[config.mk]
export PLATFORM = sky130hd
export DESIGN_NAME = game_flow_ctrl
export DESIGN_NICKNAME = d
export VERILOG_FILES = /design/src/rtl/game_flow_ctrl.sv
export SDC_FILE = /design/constraint.sdc
export NUM_CORES = 1
export LEC_CHECK = 0
export ABC_AREA = 1
export BUFFER_PORTS_ARGS = -buffer_cell sky130_fd_sc_hd__buf_2
export CORE_ASPECT_RATIO = 1.75
export CORE_MARGIN = 1.5
export CORE_UTILIZATION = 40
export CTS_CLUSTER_SIZE = 12
export DETAILED_ROUTE_END_ITERATION = 16
export PLACE_DENSITY = 0.59
export SLEW_MARGIN = 20
export SYNTH_ARGS = -nofsm -noshare
export SYNTH_HDL_FRONTEND = slang
export SYNTH_SLANG_ARGS = --single-unit
[constraint.sdc]
create_clock -name Clk -period 5.05 [get_ports Clk]
set_input_delay 0.2525 -clock Clk [delete_from_list [all_inputs] [get_ports Clk]]
set_output_delay 0.2525 -clock Clk [all_outputs]
set_load 0.01 [all_outputs]
[src/rtl/game_flow_ctrl.sv]
// Game-state FSM and scorer fed by the stair, monster and bullet collision detectors.
// Optional lives/respawn support is enabled by defining GAME_LIVES_EN.
module game_flow_ctrl #(
    parameter int STAIR_PTS    = 1,
    parameter int MONSTER_PTS  = 10,
    parameter int SCORE_MAX    = 9999,
    parameter int FLOOR_Y      = 479,
    parameter int DEATH_FRAMES = 60
) (
    input  logic        Clk,
    input  logic        Reset_n,
    input  logic        frame_clk,
    input  logic        start_key,
    input  logic        collision,
    input  logic        dead,
    input  logic        beat_monster,
    input  logic        hit,
    input  logic [9:0]  BallY,
    output logic [1:0]  game_state,
    output logic [13:0] score,
    output logic        jump_pulse,
    output logic        boost_pulse,
    output logic        monster_kill,
    output logic        freeze
`ifdef GAME_LIVES_EN
    ,
    output logic [1:0]  lives
`endif
);

    typedef enum logic [1:0] {
        IDLE  = 2'b00,
        PLAY  = 2'b01,
        DYING = 2'b10,
        OVER  = 2'b11
    } state_t;

    localparam int CNT_W = $clog2(DEATH_FRAMES + 1);
    localparam logic [CNT_W-1:0] LAST_FRAME = CNT_W'(DEATH_FRAMES - 1);
    localparam logic [9:0]  FLOOR_LIM = 10'(FLOOR_Y);
    localparam logic [14:0] SAT_LIM   = 15'(SCORE_MAX);

    state_t           state, state_n;
    logic [13:0]      score_n;
    logic             jump_n, boost_n, kill_n;
    logic [CNT_W-1:0] frame_cnt, frame_cnt_n;
    logic             frame_s1, frame_s2, frame_q, frame_tick;
    logic             coll_q, start_q, start_rise;
    logic             land, kill, fall, death;
    logic [14:0]      pts, sum;

`ifdef GAME_LIVES_EN
    logic [1:0] lives_n;
    logic [5:0] inv_cnt, inv_n;
    logic       respawn;
`endif

    // frame_clk comes from another timing source, so it is synchronised before edge detection
    always_ff @(posedge Clk or negedge Reset_n) begin
        if (!Reset_n) begin
            frame_s1 <= 1'b0;
            frame_s2 <= 1'b0;
            frame_q  <= 1'b0;
            start_q  <= 1'b0;
            coll_q   <= 1'b0;
        end else begin
            frame_s1 <= frame_clk;
            frame_s2 <= frame_s1;
            frame_q  <= frame_s2;
            start_q  <= start_key;
            if (frame_tick)
                coll_q <= collision;
        end
    end

    assign frame_tick = frame_s2 & ~frame_q;
    assign start_rise = start_key & ~start_q;
    assign land       = collision & ~coll_q;
    assign kill       = hit | beat_monster;
    assign fall       = BallY > FLOOR_LIM;

    always_ff @(posedge Clk or negedge Reset_n) begin
        if (!Reset_n) begin
            state        <= IDLE;
            score        <= '0;
            jump_pulse   <= 1'b0;
            boost_pulse  <= 1'b0;
            monster_kill <= 1'b0;
            frame_cnt    <= '0;
`ifdef GAME_LIVES_EN
            lives        <= 2'd3;
            inv_cnt      <= '0;
`endif
        end else begin
            state        <= state_n;
            score        <= score_n;
            jump_pulse   <= jump_n;
            boost_pulse  <= boost_n;
            monster_kill <= kill_n;
            frame_cnt    <= frame_cnt_n;
`ifdef GAME_LIVES_EN
            lives        <= lives_n;
            inv_cnt      <= inv_n;
`endif
        end
    end

    always_comb begin
        state_n     = state;
        score_n     = score;
        jump_n      = 1'b0;
        boost_n     = 1'b0;
        kill_n      = 1'b0;
        frame_cnt_n = frame_cnt;
        death       = 1'b0;
        pts         = '0;
        sum         = '0;
`ifdef GAME_LIVES_EN
        lives_n     = lives;
        inv_n       = inv_cnt;
        respawn     = 1'b0;
`endif
        case (state)
            IDLE: begin
                if (start_rise) begin
                    state_n     = PLAY;
                    score_n     = '0;
                    frame_cnt_n = '0;
`ifdef GAME_LIVES_EN
                    lives_n     = 2'd3;
                    inv_n       = '0;
`endif
                end
            end
            PLAY: begin
                if (frame_tick) begin
                    // a hit or stomp removes the monster, so it cannot also kill the doodler
`ifdef GAME_LIVES_EN
                    death = (dead & ~kill & (inv_cnt == 6'd0)) | fall;
                    if (inv_cnt != 6'd0)
                        inv_n = inv_cnt - 6'd1;
                    if (death && lives > 2'd1) begin
                        respawn = 1'b1;
                        lives_n = lives - 2'd1;
                        inv_n   = 6'd32;
                    end else if (death) begin
                        state_n = DYING;
                    end
                    jump_n = (land & ~kill & ~death) | respawn;
`else
                    death = (dead & ~kill) | fall;
                    if (death)
                        state_n = DYING;
                    jump_n = land & ~kill & ~death;
`endif
                    kill_n  = kill;
                    boost_n = beat_monster;
                    if (kill)
                        pts = 15'(MONSTER_PTS);
                    if (land && !death)
                        pts = pts + 15'(STAIR_PTS);
                    sum = {1'b0, score} + pts;
                    score_n = (sum > SAT_LIM) ? SAT_LIM[13:0] : sum[13:0];
                end
            end
            DYING: begin
                if (frame_tick) begin
                    if (frame_cnt == LAST_FRAME) begin
                        state_n     = OVER;
                        frame_cnt_n = '0;
                    end else begin
                        frame_cnt_n = frame_cnt + CNT_W'(1);
                    end
                end
            end
            OVER: begin
                if (start_rise)
                    state_n = IDLE;
            end
            default: state_n = IDLE;
        endcase
    end

    assign game_state = state;
    assign freeze     = (state != PLAY);

endmodule

==> metrics.cfg <==
[route]
drt_first_pass_iters = 4
wirelength_um = 4524
routed_via_density = 5.036
wl_per_cell_um = 12.53
met3WireLength_um = 113
detail_route.iter0.violations = 47
drc = 0
vias = 1818
wl_met2_um = 2570
drt-met1-wl_um = 1687
antenna_left = 0
highest_layer = met4

[pwr]
power.leakage_uw = 0.001244
vdd_ir_drop_max_v = 0.0002698
p_switching_uw = 294.7
p_int_uw = 471.8
seqPwrFrac_pct = 38.8
pwr-share-clk_pct = 26.6
switching_share_pct = 38.45
pwr-share-comb_pct = 34.6
p_total_uw = 766.5
p_per_area_nw_per_um2 = 339.2

[die]
fp.coreArea_um2 = 4707
core.rowCount = 33
die_y_um = 95.65
die_w_um = 55.94
start_util_pct = 41.68
dieArea_um2 = 5350
ios = 38

[sta]
finalWorstSetupSlack_ns = 2.400
timing.fmax_ghz = 0.3774
final.period_utilization_pct = 52.47
setup_violations = 0
post-route-min-period_ns = 2.650
relSlewSlack_pct = 37.81
rsz0062_at_grt = no
fin_tns_setup_ns = 0
worst_hold_slack_ns = 0.008801
drv_slew = 0
hold_violations = 0
worst_slew_pin_slew_ns = 0.9295
clock_skew_ns = 0.007838

[layout]
syn_to_final_growth_pct = 15.18
nets = 336
drive_gt1_share_pct = 17.80
antenna_cells = 0
final_common_cell = nand2_1
final_cell_mix = nand2_1 (89), inv_1 (36), buf_2 (32)

[place]
dp_slack_ns = 2.051
hpwl_um = 3526
gp_congestion = 0.8071
port_buffers = 32

[global_routing]
grt_antenna_before_repair = 0
grt_pass1_wl_um = 7838
grt-ovfl-total = 0
grt_pass1_vias = 1791
grt_usage_pct = 18.99
grt_max_degree = 31

[setup_path]
worst-path-max-fanout = 13
ff2ff_path_depth = 16
cp-start-kind = primary input
crit_arrival_ns = 2.82
r2r-end = score[13]$_DFFE_PN0P_
ff2ff_setup_slack_ns = 2.52
cp.required_ns = 5.22
cp-end-kind = register
r2r_start = coll_q$_DFFE_PN0P_
critPathKind = primary input to register

[synth]
ys_seq_area_share_pct = 38.27
yosys.cell_types.count = 29
netlist_instances = 272
netlist_area_um2 = 1962
ys_ff_latch = 30
syn_area_per_cell_um2 = 7.213
syn_nets = 300
ys.warnings.count = 0

[clock_tree]
cts_hold_buffers = 0
htreeDepth = 2
clock-sinks = 30
clock_insertion_delay_worst_skew_ns = 0.28
cts_max_path_buffers = 2
post-cts-setup-buffers = 0
cts_root_buf = clkbuf_8
cts.clk_slew.worst_paths_ns = 0.07
cts_tree = yes
post_cts_resized = 0
numCtsBuffers = 5

[status]
status = complete, no violations

[worst_hold_path]
hold_class = primary input to async pin

[job]
drv_cap = 0

==> worst max-delay path, cell delays in order <==
cell and delay, ns:
buf_2 0.10, nor2_1 0.26, nand2_1 0.08, nand3b_1 0.12
nor3_1 0.07, ha_1 0.22, fa_1 0.42, nand3_2 0.10
nand2_4 0.09, nand2_2 0.07, inv_1 0.05, nand2_1 0.05
nand2_1 0.06, nor2_1 0.13, nand3_1 0.09, nand3_1 0.11
nand3_2 0.08, nand2_2 0.23, nand2_1 0.09, nand2_1 0.06
nand2_1 0.05
==> metal layers <==
layer / vias up / track usage [%]
met3: 12 / 2.714
met1: 840 / 18.72
met4: 0 / 10.71
li1: 930 / -
met5: - / 0
met2: 36 / 37.20
==> how the worst max path moves through the flow <==
stage / start / end / slack (ns) / cells after the start
floorplan: beat_monster / score[10]$_DFFE_PN0P_ / 2.58 / 21
global placement: beat_monster / score[1]$_DFFE_PN0P_ / 2.06 / 21
detailed placement: beat_monster / score[8]$_DFFE_PN0P_ / 2.05 / 21
CTS: beat_monster / score[13]$_DFFE_PN0P_ / 2.36 / 21
global route: beat_monster / score[10]$_DFFE_PN0P_ / 2.01 / 21
finish: beat_monster / score[13]$_DFFE_PN0P_ / 2.40 / 21
==> kinds of logic after synthesis <==
kind of cell	Yosys count	share of synthesized area, %
adders and majority gates	10	6.760
AOI/OAI and AO/OA	13	3.954
buffers and inverters	39	8.227
DFF	30	38.27
xor gates and xnor gates	5	2.233
and+or+nand+nor	175	40.56
==> synthesized netlist by cell type <==
cell	instances	area, µm²
nand3_1	25	125.1
nor3b_1	1	7.510
clkbuf_1	1	3.750
and2_1	1	6.260
nor2_1	30	112.6
fa_1	1	20.02
nand2_2	5	31.28
xor2_1	3	26.28
dfrtp_1	30	750.7
nand3_2	3	30.03
a211oi_1	1	7.510
nor2_4	1	11.26
inv_1	36	135.1
nand2_1	89	334.1
nand2_4	1	11.26
a21oi_1	5	25.02
buf_6	2	22.52
nor3_2	2	20.02
o22ai_1	1	6.260
nand3b_1	5	37.54
nor2_2	2	12.51
o21bai_1	1	7.510
xnor2_1	2	17.52
nor3_1	5	25.02
o21ai_0	3	15.01
nand4_1	5	31.28
ha_1	9	112.6
a21boi_1	1	7.510
o221ai_1	1	8.760
==> power by group through the flow <==
stage	clock network, µW	logic, µW	registers, µW
2_1_floorplan	0	184	304
3_3_place_gp	0	262	302
3_5_place_dp	0	266	302
4_1_cts	212	267	298
5_1_grt	218	307	302
6_report	204	265	298
==> state kept, by name, summed over array words and instances, names as in the netlist <==
signal / flops
start_q: 1
score: 14
frame_cnt: 6
frame_q: 1
monster_kill: 1
frame_s1: 1
jump_pulse: 1
coll_q: 1
boost_pulse: 1
frame_s2: 1
game_state: 2
==> area by class of cell <==
type	instances	area (µm²)
Clock inverter	2	12.51
Tap cell	52	65.06
Clock buffer	6	82.58
Fill cell	507	2447
Timing Repair Buffer	32	160.2
Sequential cell	30	750.7
Inverter	36	135.1
Multi-Input combinational cell	203	1054
==> per-stage QoR <==
stage	instances	area, µm²	util [%]
2_1_floorplan	272	1962	-
3_3_place_gp	353	2161	45.91
3_5_place_dp	353	2161	45.91
4_1_cts	361	2256	47.93
5_1_grt	361	2260	48.01
6_report	361	2260	48.01
Power figures use the tool's default switching activity.
